**src/rtl/uart_rom_streamer.sv**
```systemverilog
// uart_rom_streamer: streams a fixed message ROM over an 8N1 UART TX line,
// one byte per frame, ascending address with wrap-around.
module uart_rom_streamer #(
    parameter int unsigned CLK_FREQ   = 38400,
    parameter int unsigned BAUDRATE   = 9600,
    parameter int unsigned ADDR_WIDTH = 5,
    parameter int unsigned DATA_WIDTH = 8
) (
    input  logic                  clk,
    input  logic                  rst,
    input  logic                  en,
    output logic                  tx,
    output logic                  busy,
    output logic [ADDR_WIDTH-1:0] addr,
    output logic [DATA_WIDTH-1:0] tx_byte,
    output logic                  frame_done
);

    localparam int unsigned CPB      = CLK_FREQ / BAUDRATE;
    localparam int unsigned CNT_W    = $clog2(CPB);
    localparam int unsigned BIT_W    = $clog2(DATA_WIDTH + 2);
    // Bit slot 0 is the start bit, 1..DATA_WIDTH are data, STOP_SLOT is the stop bit
    localparam int unsigned STOP_SLOT = DATA_WIDTH + 1;

    // Message content: 'A' + address, truncated to the word width
    function automatic logic [DATA_WIDTH-1:0] rom_word(input logic [ADDR_WIDTH-1:0] a);
        return DATA_WIDTH'(32'h41 + 32'(a));
    endfunction

    logic                  tx_q, tx_d;
    logic                  busy_q, busy_d;
    logic [ADDR_WIDTH-1:0] addr_q, addr_d;
    logic [DATA_WIDTH-1:0] tx_byte_q, tx_byte_d;
    logic                  frame_done_q, frame_done_d;
    logic [CNT_W-1:0]      cnt_q, cnt_d;
    logic [BIT_W-1:0]      bit_q, bit_d;
    logic [DATA_WIDTH-1:0] shreg_q, shreg_d;
    logic [DATA_WIDTH-1:0] data_q, data_d;
    logic                  valid_q, valid_d;
    logic                  accept_c;

    // ROM read, address sequencing and bit timing of the transmitter
    always_comb begin
        tx_d         = tx_q;
        busy_d       = busy_q;
        addr_d       = addr_q;
        tx_byte_d    = tx_byte_q;
        cnt_d        = cnt_q;
        bit_d        = bit_q;
        shreg_d      = shreg_q;
        data_d       = rom_word(addr_q);
        valid_d      = 1'b1;
        frame_done_d = 1'b0;
        accept_c     = !busy_q && en && valid_q;

        if (accept_c) begin
            // Address moves this edge, so the ROM data register is stale next cycle
            tx_byte_d = data_q;
            shreg_d   = data_q;
            addr_d    = addr_q + ADDR_WIDTH'(1);
            busy_d    = 1'b1;
            cnt_d     = '0;
            bit_d     = '0;
            tx_d      = 1'b0;
            valid_d   = 1'b0;
        end else if (busy_q) begin
            if (cnt_q == CNT_W'(CPB - 1)) begin
                cnt_d = '0;
                if (bit_q == BIT_W'(STOP_SLOT)) begin
                    busy_d = 1'b0;
                    bit_d  = '0;
                    tx_d   = 1'b1;
                end else begin
                    bit_d = bit_q + BIT_W'(1);
                    if (bit_q == '0) begin
                        tx_d = shreg_q[0];
                    end else if (bit_q < BIT_W'(DATA_WIDTH)) begin
                        shreg_d = shreg_q >> 1;
                        tx_d    = shreg_q[1];
                    end else begin
                        tx_d = 1'b1;
                    end
                end
            end else begin
                cnt_d = cnt_q + CNT_W'(1);
            end
        end

        // Flag the cycle that will be the last clock of the stop bit
        frame_done_d = busy_d && (bit_d == BIT_W'(STOP_SLOT)) && (cnt_d == CNT_W'(CPB - 1));
    end

    // State registers with synchronous reset
    always_ff @(posedge clk) begin
        if (rst) begin
            tx_q         <= 1'b1;
            busy_q       <= 1'b0;
            addr_q       <= '0;
            tx_byte_q    <= '0;
            frame_done_q <= 1'b0;
            cnt_q        <= '0;
            bit_q        <= '0;
            shreg_q      <= '0;
            data_q       <= '0;
            valid_q      <= 1'b0;
        end else begin
            tx_q         <= tx_d;
            busy_q       <= busy_d;
            addr_q       <= addr_d;
            tx_byte_q    <= tx_byte_d;
            frame_done_q <= frame_done_d;
            cnt_q        <= cnt_d;
            bit_q        <= bit_d;
            shreg_q      <= shreg_d;
            data_q       <= data_d;
            valid_q      <= valid_d;
        end
    end

    assign tx         = tx_q;
    assign busy       = busy_q;
    assign addr       = addr_q;
    assign tx_byte    = tx_byte_q;
    assign frame_done = frame_done_q;

endmodule

```
**config.mk**
```make
export PLATFORM = sky130hd
export DESIGN_NAME = uart_rom_streamer
export DESIGN_NICKNAME = d
export VERILOG_FILES = /design/src/rtl/uart_rom_streamer.sv
export SDC_FILE = /design/constraint.sdc
export NUM_CORES = 1
export LEC_CHECK = 0
export BUFFER_PORTS_ARGS = -buffer_cell sky130_fd_sc_hd__buf_2
export CAP_MARGIN = 30
export CORE_MARGIN = 2
export CORE_UTILIZATION = 55
export DETAILED_ROUTE_END_ITERATION = 10
export PLACE_DENSITY = 0.76
export SLEW_MARGIN = 20
export SYNTH_ARGS = -nofsm -noshare
export SYNTH_HDL_FRONTEND = slang
export SYNTH_SLANG_ARGS = --single-unit
```
**constraint.sdc**
```tcl
create_clock -name clk -period 2 [get_ports clk]
set_clock_uncertainty 0.2 [all_clocks]
set_input_delay 0.4 -clock clk [delete_from_list [all_inputs] [get_ports clk]]
set_output_delay 0.4 -clock clk [all_outputs]
set_load 0.02 [all_outputs]
```
==> results.txt <==
* Half-perimeter wire length after placement: 1980 µm
* Number of unique standard cell types used by synthesis: 40
- During I/O placement, the number of pins put on the boundary was 19.
- Core area: 2690 µm²
- Data arrival time of the critical path: 1840 ps
- The first detailed-routing pass ran for 4 iterations.
- RR Startpoint: cnt_q[0]
* Sort of element at the start of the critical path: flop
* Worst path slowest cell: ha_1
- For this run, the number of Yosys warnings is 0.
- Cell Count Post-Placement: 207
- In the layout the commonest cells are 36 x dfxtp_1, 21 x nand2_1, 17 x nor2_1, 17 x buf_2, 14 x a21oi_1.
* Depth of the worst register-to-register path: 4
- For this run, the slowest stage of the critical path takes 410 ps.
- Grt ovf: 0
* Setup ws final: 227 ps
* Worst path cell trace: ha_1 > nand4_4 > or3b_1 > a21oi_1
* Maximum fanout encountered on the critical timing path: 7
- Aggregate global-route resource usage: 19.8%
- Cell area after layout: 1680 µm²
- For this run, design rule violations remaining after detail routing come to 0.
- For flop-to-flop paths, the worst setup slack is 230 ps.
- For this design the ratio of total power to cell area is 826 nW/µm².
* Final Hold Violating Endpoints: 0
- The path class of the tightest hold or removal check is input pin to flop.
- The H-tree was split into 2 levels.
- Number of buffers created by CTS: 5
* Achievable clock frequency: 564 MHz
- Maximum number of pins on one net before global-route repair: 21
- Initial antenna violation count: 0
- Dividing the detail-routed wire length by the instance count gives 13.4 µm.
- Worst IR drop on VDD: 1010 µV
- Hold path depth: 2
* Final Critical Period: 1770 ps
- Post CTS Setup Buffer Count: 0
* Avg Inst Size Synth: 9.20 µm²
- For the worst setup path, the data required time is 2070 ps.
- The die is 56.7 µm tall.
- For this design the static power due to leakage is 0.685 nW.
- # resized after CTS: 0
- Buffer levels on the longest clock path: 2
- The number of nets in the synthesized netlist is 171.
- Total of flip-flops plus latches after synthesis: 36
- The run finished with clean final reports.
* Unrepaired setup endpoints after global routing: false
- Routability-driven placement finished with a final weighted congestion of 0.829.
- Post-Synthesis Cells: 166
- Standard-cell rows: 19
* Most common cell after layout, fill and taps aside: dfxtp_1
- Dividing the final minimum period by the clock period gives 88.7%.
- In the synthesized netlist the dominant register cell turns out to be dfxtp_1.
- The tool flagged a number of max-cap violations equal to 0.
* Kind of end point of the critical path: flop
- Sum of negative setup slack: 0 ps
- WL final: 2880 µm
* Post-synthesis async set-or-reset flop share: 0%
- At the later pin of the worst-skew pair, clock insertion delay measures 340 ps.
- The synthesized design contains 0 enable-type register cells.
* Number of buffers and inverters on the critical path: 0
* Instance count on the critical path: 4
* Max-slew violation count: 0
- Timing analysis after detailed placement gives a worst setup slack of 228 ps.
- In this design, the largest share of critical-path delay is due to simple AND/OR/NAND/NOR gates.
* Fin util: 62.5%
- TritonCTS built the clock tree.
* Full die area: 3220 µm²
- Final instance count without filler cells: 215
- The first global-routing pass estimated 4910 µm of wire.
* Worst setup path startpoint: cnt_q[0]
- CTS Sinks: 36
* Vias after detailed routing: 1,206
* Hold bufs inserted after CTS: 0
* Area Growth Syn to Fin: 9.91%
- Critical path class: flop to flop
- The cell sitting at the root of the clock tree is a clkbuf_4.
- Cell Area, Synth: 1530 µm²
* Antenna cells: 0
- Summing internal, switching and leakage power gives 1.39 mW.
- Drt first-iter violations: 32
- Via count of the first global-routing pass: 1,107
- Number of nets still failing antenna checks after routing: 0
- Cells with a size suffix above 1 make up 19.6% of the layout.
* Fill count: 237
* Setup violators final: 0
- Buffers placed on the I/O ports in this run total 17.
- Ratio of routed vias to standard cells: 5.61
- Instance area after placement: 1600 µm²
- Chip width: 56.7 µm
- At the end of the flow, the number of nets in the layout was 188.
- Clock-pin slew on the worst setup and hold paths: 110 ps
- Hold_ws: 182 ps
- Sequential cell area fraction in the yosys report: 47.2%
- Initial standard-cell utilization of the core: 56.9%
* Min-delay src: rst
-- layer usage --
layer | GRT usage, % | wire [µm] | vias to the layer above
met3 | 4.84 | 121 | 5
met2 | 31.6 | 1390 | 30
li1 | - | - | 614
met4 | 9.18 | 44 | 0
met1 | 25.1 | 1320 | 557
met5 | 0 | 0 | -
-- final timing paths --
kind,to
worst max-delay path,frame_done
worst min-delay path,data_q[6]
worst max register to register,frame_done
worst min register to register,tx_byte[0]
-- where the power goes --
group,leakage [nW],total (mW),switching (mW),internal (mW)
registers,0.293,0.766,0.0221,0.744
logic,0.350,0.112,0.0688,0.0429
clock network,0.0412,0.509,0.249,0.261
total,0.685,1.39,0.340,1.05
-- worst reg2reg max path: stages (launching register included) --
cell and delay (ps):
dfxtp_1 390, ha_1 410, nand4_4 140, or3b_1 410, a21oi_1 160
-- final cells by class --
cell class,count,area (µm²),area share (%)
clock inverter,3,42.5,2.53
tap,31,38.8,2.31
sequential,36,721,42.9
multi-input combinational,116,713,42.5
inverter,3,11.3,0.671
clock buffer,5,37.5,2.24
timing repair buffer,21,115,6.86
-- flip-flops by register name, summed over array words and instances, names as in the netlist, 2 cells and up --
register	cells
bit_q	4
shreg_q	7
addr	5
tx_byte	7
cnt_q	2
data_q	7
-- Yosys cell counts, types with 2 or more instances --
| library cell | count | area, µm² |
|---|---|---|
| a211oi_1 | 6 | 45.0 |
| a21oi_1 | 14 | 70.1 |
| a31oi_1 | 2 | 12.5 |
| buf_2 | 3 | 15.0 |
| buf_4 | 4 | 30.0 |
| buf_6 | 3 | 33.8 |
| dfxtp_1 | 36 | 721 |
| ha_1 | 2 | 25.0 |
| inv_1 | 2 | 7.51 |
| mux2i_1 | 2 | 20.0 |
| nand2_1 | 21 | 78.8 |
| nand3_1 | 3 | 15.0 |
| nor2_1 | 17 | 63.8 |
| nor2b_1 | 3 | 18.8 |
| nor3_1 | 2 | 10.0 |
| nor4_1 | 5 | 31.3 |
| o21ai_0 | 10 | 50.1 |
| o31a_1 | 2 | 17.5 |
| or3_1 | 2 | 12.5 |
| xnor2_1 | 2 | 17.5 |
| xor2_1 | 6 | 52.6 |
-- kinds of logic after synthesis --
| kind of cell | share of synthesized area (%) |
|---|---|
| AOI/OAI and AO/OA | 13.8 |
| xor gates and xnor gates | 4.59 |
| and+or+nand+nor | 25.1 |
| buffers and inverters | 6.14 |
| muxes | 1.31 |
| DFF | 47.2 |
| other | 0.245 |
| adders and majority gates | 1.64 |
Power figures use the tool's default switching activity.
